[src/rtl/pack_sequencer.sv]
// Write/read control for the 16-lane compaction datapath and its 2x16-word staging ring.
// Optional idle-timeout flush is enabled by defining FLUSH_TIMEOUT_EN.
module pack_sequencer #(
  parameter int unsigned TIMEOUT_CYCLES = 64,
  parameter int unsigned TMO_W          = 8
) (
  input  logic        clk,
  input  logic        rst_n,
  input  logic        in_valid,
  output logic        in_ready,
  input  logic [15:0] in_mask,
  input  logic        in_last,
  output logic        wr_en,
  output logic [4:0]  wr_base,
  output logic [4:0]  wr_count,
  output logic        out_valid,
  input  logic        out_ready,
  output logic        out_bank,
  output logic [4:0]  out_count,
  output logic        out_last
);

  localparam int unsigned PTR_W = 5;
  localparam int unsigned OCC_W = 6;
  localparam int unsigned CNT_W = 5;
  localparam bit          CFG_OK = (64'(1) << TMO_W) > 64'(TIMEOUT_CYCLES);

  typedef enum logic {ST_RUN, ST_FLUSH} state_e;

  state_e             state_q, state_d;
  logic [PTR_W-1:0]   wr_ptr_q, wr_ptr_d;
  logic               rd_bank_q, rd_bank_d;
  logic [OCC_W-1:0]   occ_q, occ_d;
  logic               last_seen_q, last_seen_d;
  logic               out_valid_q, out_valid_d;
  logic [CNT_W-1:0]   out_count_q, out_count_d;
  logic               out_last_q, out_last_d;
  logic               fin_q, fin_d;

  logic [7:0][1:0]    pc_l1;
  logic [3:0][2:0]    pc_l2;
  logic [1:0][3:0]    pc_l3;
  logic [CNT_W-1:0]   pc_c;
  logic               accept_c;
  logic               pop_c;
  logic               tmo_fire_c;

  // Popcount adder tree
  always_comb begin
    for (int i = 0; i < 8; i++) pc_l1[i] = 2'(in_mask[2*i]) + 2'(in_mask[2*i+1]);
    for (int i = 0; i < 4; i++) pc_l2[i] = 3'(pc_l1[2*i]) + 3'(pc_l1[2*i+1]);
    for (int i = 0; i < 2; i++) pc_l3[i] = 4'(pc_l2[2*i]) + 4'(pc_l2[2*i+1]);
    pc_c = CNT_W'(pc_l3[0]) + CNT_W'(pc_l3[1]);
  end

  assign in_ready  = (state_q == ST_RUN) && (occ_q <= OCC_W'(16));
  assign accept_c  = in_valid && in_ready;
  assign pop_c     = out_valid_q && out_ready;
  assign wr_en     = accept_c && (pc_c != '0);
  assign wr_base   = wr_ptr_q;
  assign wr_count  = pc_c;
  assign out_valid = out_valid_q;
  assign out_count = out_count_q;
  assign out_last  = out_last_q;
  assign out_bank  = rd_bank_q;

`ifdef FLUSH_TIMEOUT_EN
  logic [TMO_W-1:0] tmo_cnt_q, tmo_cnt_d;

  // Idle counter: runs only while a partial bank sits in RUN with no input
  always_comb begin
    tmo_cnt_d  = tmo_cnt_q;
    tmo_fire_c = 1'b0;
    if (accept_c) begin
      tmo_cnt_d = '0;
    end else if ((state_q == ST_RUN) && (occ_q != '0) && (occ_q < OCC_W'(16))) begin
      if (tmo_cnt_q == TMO_W'(TIMEOUT_CYCLES - 1)) begin
        tmo_fire_c = 1'b1;
        tmo_cnt_d  = '0;
      end else begin
        tmo_cnt_d = tmo_cnt_q + TMO_W'(1);
      end
    end
  end

  always_ff @(posedge clk or negedge rst_n) begin
    if (!rst_n) tmo_cnt_q <= '0;
    else        tmo_cnt_q <= tmo_cnt_d;
  end
`else
  assign tmo_fire_c = 1'b0;
`endif

  // Next state and registered beat descriptor
  always_comb begin
    state_d     = state_q;
    wr_ptr_d    = wr_ptr_q;
    rd_bank_d   = rd_bank_q;
    occ_d       = occ_q;
    last_seen_d = last_seen_q;
    out_valid_d = 1'b0;
    out_count_d = '0;
    out_last_d  = 1'b0;
    fin_d       = 1'b0;

    if (accept_c) begin
      wr_ptr_d = wr_ptr_q + pc_c;
      occ_d    = occ_q + OCC_W'(pc_c);
      if (in_last) begin
        state_d     = ST_FLUSH;
        last_seen_d = 1'b1;
      end
    end

    if (tmo_fire_c) state_d = ST_FLUSH;

    if (pop_c) begin
      occ_d     = occ_d - OCC_W'(out_count_q);
      rd_bank_d = ~rd_bank_q;
      // Final beat of a flush realigns the ring so the next packet starts in bank 0
      if ((state_q == ST_FLUSH) && fin_q) begin
        state_d     = ST_RUN;
        wr_ptr_d    = '0;
        rd_bank_d   = 1'b0;
        occ_d       = '0;
        last_seen_d = 1'b0;
      end
    end

    out_valid_d = (state_d == ST_FLUSH) || (occ_d >= OCC_W'(16));
    if (out_valid_q && !out_ready) begin
      out_count_d = out_count_q;
      out_last_d  = out_last_q;
      fin_d       = fin_q;
    end else begin
      fin_d       = (state_d == ST_FLUSH) && (occ_d <= OCC_W'(16));
      out_last_d  = fin_d && last_seen_d;
      if (out_valid_d) out_count_d = (occ_d >= OCC_W'(16)) ? CNT_W'(16) : CNT_W'(occ_d);
    end
  end

  always_ff @(posedge clk or negedge rst_n) begin
    if (!rst_n) begin
      state_q     <= ST_RUN;
      wr_ptr_q    <= '0;
      rd_bank_q   <= 1'b0;
      occ_q       <= '0;
      last_seen_q <= 1'b0;
      out_valid_q <= 1'b0;
      out_count_q <= '0;
      out_last_q  <= 1'b0;
      fin_q       <= 1'b0;
    end else begin
      state_q     <= state_d;
      wr_ptr_q    <= wr_ptr_d;
      rd_bank_q   <= rd_bank_d;
      occ_q       <= occ_d;
      last_seen_q <= last_seen_d;
      out_valid_q <= out_valid_d;
      out_count_q <= out_count_d;
      out_last_q  <= out_last_d;
      fin_q       <= fin_d;
    end
  end

  // Ring occupancy must track the pointer distance; occ==32 aliases to distance 0
  a_occ_range: assert property (@(posedge clk) disable iff (!rst_n) occ_q <= OCC_W'(32));
  a_occ_ptr: assert property (@(posedge clk) disable iff (!rst_n)
    occ_q[PTR_W-1:0] == PTR_W'(wr_ptr_q - {rd_bank_q, 4'b0000}));
  a_hold: assert property (@(posedge clk) disable iff (!rst_n)
    (out_valid_q && !out_ready) |=> (out_valid_q && $stable(out_count_q)
                                     && $stable(out_last_q) && $stable(rd_bank_q)));
  a_cfg: assert property (@(posedge clk) CFG_OK);

endmodule

[config.mk]
export PLATFORM = sky130hd
export DESIGN_NAME = pack_sequencer
export DESIGN_NICKNAME = d
export VERILOG_FILES = /design/src/rtl/pack_sequencer.sv
export SDC_FILE = /design/constraint.sdc
export NUM_CORES = 1
export LEC_CHECK = 0
export CORE_ASPECT_RATIO = 0.5
export CORE_UTILIZATION = 47
export DETAILED_ROUTE_END_ITERATION = 8
export PLACE_DENSITY = 0.83
export SLEW_MARGIN = 20
export SYNTH_ARGS = -nofsm -noshare
export SYNTH_HDL_FRONTEND = slang
export SYNTH_SLANG_ARGS = --single-unit
export TNS_END_PERCENT = 1
[constraint.sdc]
create_clock -name clk -period 5.66 [get_ports clk]
set_input_delay 1.132 -clock clk [delete_from_list [all_inputs] [get_ports clk]]
set_output_delay 1.132 -clock clk [all_outputs]
set_load 0.01 [all_outputs]
Word level (Yosys, flattened, before mapping)
Cells that the tools add are included.
Widths: inputs -> output; s select.
- add/sub/neg operators: 18
- order comparisons: 3
- muxes and demuxes: 17
- bitwise logic cells: 2
- reduce and logical (&&, ||, !) cells: 11
- operators with widths (operator ; count):
    $mux 5 ; 5
    $mux 6 ; 3
    $add 1x1->2 ; 8
    $add 2x2->3 ; 4
    $le 6x5->1 const B ; 2
    $mux 1 ; 9
    $add 3x3->4 ; 2
    $logic_and 1x1->1 ; 8
    $add 6x5->6 ; 1
    $ge 6x5->1 const B ; 1
    $sub 6x5->6 ; 1
    $add 4x4->5 ; 1
    $add 5x5->5 ; 1
    $reduce_bool 5->1 ; 1
    $not 1->1 ; 2
    $logic_not 1->1 ; 1
    $logic_or 1x1->1 ; 1
- bits in registers: 22
- input bits: 21
- output and inout bits: 20
- word-level logic and storage cells: 60

Longest topological paths before layout
- depth after elaboration: 12
- depth in mapped cells: 22
- depth with buffers taken out: 22

Least setup slack after synthesis
Ideal clock, no wire load.
- path kind: in2reg
- from: input port in_mask[0]
- to: register out_count_q[4], in the netlist out_count[4]
- library setup time: 125 ps
- data arrival time: 6404 ps
- data required time: 5535 ps
- path slack: -868 ps
- stages on the path: 20
- buffers on the path: 0
- cells stage by stage: fa_1 inv_1 fa_1 fa_1 fa_1 inv_1 ha_1 fa_1 inv_1 fa_1 nand2b_1 a21oi_1 xor2_1 nand2_1 nand2_1 ha_1 o32ai_1 xor2_1 o21ai_1 mux2_2
- longest elaborated chain between the ends: 12
- elaborated cells between the ends (all ways): 13
- classes of those cells: add/sub (6); order compare (1); mux (5); reduce/logical (1)
- ends and longest elaborated chain (item ; line ; text):
    from (decl) ; 11 ; input logic [15:0] in_mask,
    $add 1x1->2 (*) ; 50 ; for (int i = 0; i < 8; i++) pc_l1[i] = 2'(in_mask[2*i]) + 2'(in_mask[2*i+1]);
    $add 2x2->3 (*) ; 51 ; for (int i = 0; i < 4; i++) pc_l2[i] = 3'(pc_l1[2*i]) + 3'(pc_l1[2*i+1]);
    $add 3x3->4 (*) ; 52 ; for (int i = 0; i < 2; i++) pc_l3[i] = 4'(pc_l2[2*i]) + 4'(pc_l2[2*i+1]);
    $add 4x4->5 (*) ; 53 ; pc_c = CNT_W'(pc_l3[0]) + CNT_W'(pc_l3[1]);
    via wr_count[1] ; 15 ; output logic [4:0] wr_count,
    $add 6x5->6 (*) ; 108 ; occ_d = occ_q + OCC_W'(pc_c);
    $mux 6 (*) ; 106 ; if (accept_c) begin
    $sub 6x5->6 ; 118 ; occ_d = occ_d - OCC_W'(out_count_q);
    $mux 6 ; 121 ; if ((state_q == ST_FLUSH) && fin_q) begin
    $mux 6 (*) ; 117 ; if (pop_c) begin
    $ge 6x5->1 ; 130, 138 ;
    $mux 5 / $logic_or 1x1->1 (equally long branches) ; 138, 130 ;
    $mux 5 (*) ; 138 ; if (out_valid_d) out_count_d = (occ_d >= OCC_W'(16)) ? CNT_W'(16) : CNT_W'(occ_d);
    to (signal assigned) ; 160 ; out_count_q <= out_count_d;
    to (decl) ; 36 ; logic [CNT_W-1:0] out_count_q, out_count_d;
Mark *: on every way through the listed nets, which the timed path passes. The rest lies on a longest branch.
A chain may end at the register's enable or synchronous reset.

Worst setup path in the final report
- from: input port in_mask[0]
- to: register out_count_q[2], in the netlist out_count[2]
- longest elaborated chain between the ends: 12
- elaborated cells between the ends (all ways): 13
- classes of those cells: add/sub (6); order compare (1); mux (5); reduce/logical (1)
- ends and longest elaborated chain (item ; line):
    $add 1x1->2 (*) ; 50
    $add 2x2->3 (*) ; 51
    $add 3x3->4 (*) ; 52
    $add 4x4->5 (*) ; 53
    $add 6x5->6 (*) ; 108
    $mux 6 (*) ; 106
    $sub 6x5->6 ; 118
    $mux 6 ; 121
    $mux 6 (*) ; 117
    $ge 6x5->1 ; 130, 138
    $mux 5 / $logic_or 1x1->1 (equally long branches) ; 138, 130
    $mux 5 (*) ; 138
Mark *: on every way between the ends. The rest lies on a longest branch, timed or not.

==> flow_summary.yaml <==
cells_and_area:
  fin_nets: 344
  antenna_cells: 0
  drive_gt1_frac: 0.3034
  area_growth_pct: 44.25
  finish.utilization: 0.7213
worst_setup_path:
  crit_chain: "buf_6 > fa_1 > inv_1 > fa_1 > fa_1 > fa_1 > inv_1 > ha_4 > fa_2 > inv_2 > fa_2 > nand2b_4 > a21oi_2 > xor2_1 > nand2_1 > nand2_2 > ha_4 > or3_4 > o32ai_2 > xor2_2 > buf_6 > o211ai_4 > buf_6 > o22ai_1"
  critPathMaxStageDelay_ps: 590
  worstPathMaxFanout: 4
  critPathKind: "in -> reg"
  arrival_ps: 6430
  crit_path_frequent_cell: "fa_1"
  cp-start-kind: "input port"
  path_delay_family: "adder cells"
  end_kind: "register"
  worstPathRequired_ps: 5820
  critPathBufInv: 6
  cp_slowest_cell: "fa_2"
sta:
  rsz0062_at_grt: "yes"
  hold_viol: 0
  worst_pin_slew_ps: 854.4
  finalMaxSlewViolations: 0
  setup_violations: 12
  setup_slack_ps: -614.9
  fin_skew_ps: 5.223
  max-slew-margin-rel: 0.4283
  fin_crit_sh: 1.109
  max_freq_mhz: 159.4
  post-route-min-period_ps: 6275
synth:
  ys_types: 44
  async_reset_ff_frac: 1.000
  netlist_area_um2: 1982
  ys_seq_area_frac: 0.2778
  synth_enable_flop_cells: 0
  synthCells: 220
  synth_warnings: 0
  synth-seq-cells: 22
  synth_area_per_cell_um2: 9.009
  synthesis.nets: 273
  ys.flop_type: "dfrtp_1"
run_status:
  violations: "setup timing"
  outcome: "finished, violations left"
detailed_routing:
  vias_per_cell: 5.430
  drtPass1Iterations: 4
  dr_total_vias: 1868
  drt_wl_total_um: 5556
  initialDrtViolationCount: 70
  drc: 0
  wl_per_cell_um: 16.15
  drtAntennaViolNets: 0
flow_run:
  drv_cap: 0
cts:
  clock_path_buffers: 2
  clock_latency_ps: 270
  cts_sinks: 22
  cts_tree: "yes"
  clock-root-buffer: "clkbuf_8"
  cts_made_buffers: 3
  path_clk_slew_ps: 80
  ctsHtreeMaxLevel: 1
  cts-hold-fix-buffers: 0
floorplanning:
  io_pins: 41
  rows: 16
  core_um2: 3964
  start_util: 0.5000
  chipHeight_um: 47.92
  die_area_um2: 4496
  die_w_um: 93.84
place:
  hpwl_um: 3991
  portBuffers: 40
  place_congestion: 0.8881
grt:
  antenna_found_initial: 0
  grt_pass1_wl_um: 8383
  grt_use_total: 0.2556
  first_global_vias: 1811
  grt_max_degree: 23
  grt_overflow: 0
worst_hold_path:
  hold_path_class: "reg -> reg"
cell usage in the layout, fill, tap and decap left out, types with 4 or more instances in the layout:
master / count
buf_4: 30
inv_1: 27
clkdlybuf4s50_1: 25
nand2_1: 22
dfrtp_1: 22
nor2_1: 18
ha_1: 14
fa_1: 10
a21oi_1: 9
buf_2: 9
o21ai_0: 5
a21oi_2: 4
o21ai_1: 4
ha_4: 4
clkbuf_8: 4
buf_6: 4
sequential cells by signal, indices dropped and copies added (netlist names):
register     count
out_count        5
state_q          1
last_seen_q      1
out_valid        1
wr_base          5
out_bank         1
occ_q            6
fin_q            1
out_last         1
tightest hold or removal path: stages (launching register included):
cell and delay (ps):
dfrtp_1 340, nand2_1 50, o21ai_1 70
kinds of logic (layout without fill, tap and decap cells):
kind of cell               count (synthesis)  count (layout)  share of synthesized area
muxes                                      3               3                    0.01578
and+or+nand+nor                           76              76                     0.1938
xor gates and xnor gates                   8               8                    0.03535
DFF                                       22              22                     0.2778
adders and majority gates                 32              32                     0.2513
AOI/OAI and AO/OA                         44              44                     0.1578
buffers and inverters                     35             105                    0.06818
stage by stage:
step / hold slack [ps] / setup TNS, ps / instances / setup slack, ps / area (um2)
2_1_floorplan: 478.0 / -5095 / 220 / -653.2 / 2033
3_3_place_gp: 473.8 / -15660 / 331 / -1127 / 2644
3_5_place_dp: 478.8 / -18570 / 331 / -1355 / 2644
4_1_cts: 496.1 / -5838 / 342 / -649.1 / 2803
5_1_grt: 540.9 / -7789 / 344 / -768.0 / 2859
6_report: 493.4 / -5895 / 344 / -614.9 / 2859
routing by layer:
metal  track usage  wire [um]  vias to the layer above
met4        0.1046        190                        0
met3       0.04444        286                       21
met1        0.2986       2267                      892
met2        0.4934       2812                       71
li1              -          -                      884
met5             0          0                        -
path summary, 6_finish.rpt:
check                           slack [ps]                       end            startpoint  depth (start not counted)
worst max-delay path                  -610  out_count[2]$_DFFE_PN0N_            in_mask[0]                         24
worst min-delay path                   490      out_last$_DFFE_PN0N_  out_last$_DFFE_PN0N_                          2
worst max register to register        2230  out_count[3]$_DFFE_PN0N_     state_q$_DFF_PN0_                         11
worst min register to register         490      out_last$_DFFE_PN0N_  out_last$_DFFE_PN0N_                          2
max in group asynchronous             4490         fin_q$_DFFE_PN0N_                 rst_n                          1
min in group asynchronous              830        occ_q[4]$_DFF_PN0_                 rst_n                          1
layout make-up:
| class | count | area, um2 |
|---|---|---|
| multi-input combinational | 163 | 1481 |
| fill | 270 | 1105 |
| timing repair buffer | 71 | 591.8 |
| sequential | 22 | 550.5 |
| inverter | 30 | 112.6 |
| tap | 54 | 67.56 |
| clock buffer | 4 | 55.05 |
cells in the mapped netlist, types with 3 or more instances:
master,n,area (um2)
o21ai_1,3,15.01
nor2_1,19,71.32
a21oi_1,13,65.06
o22ai_1,3,18.77
ha_1,19,237.7
o21ai_0,8,40.04
nor3b_1,3,22.52
nor2b_1,4,25.02
clkbuf_1,4,15.01
xnor2_1,4,35.03
nand2_1,24,90.09
nand2b_1,6,37.54
fa_1,13,260.3
dfrtp_1,22,550.5
nor3_1,3,15.01
xor2_1,4,35.03
inv_1,30,112.6
what timing repair did:
action,4_1_cts,5_1_grt
setup endpoints to repair,20,18
resized for setup,68,14
setup buffers,7,2
pin swaps,27,13
Power is not shown: default switching activity piles up to over one toggle a cycle in this logic, so the estimate is an artifact.
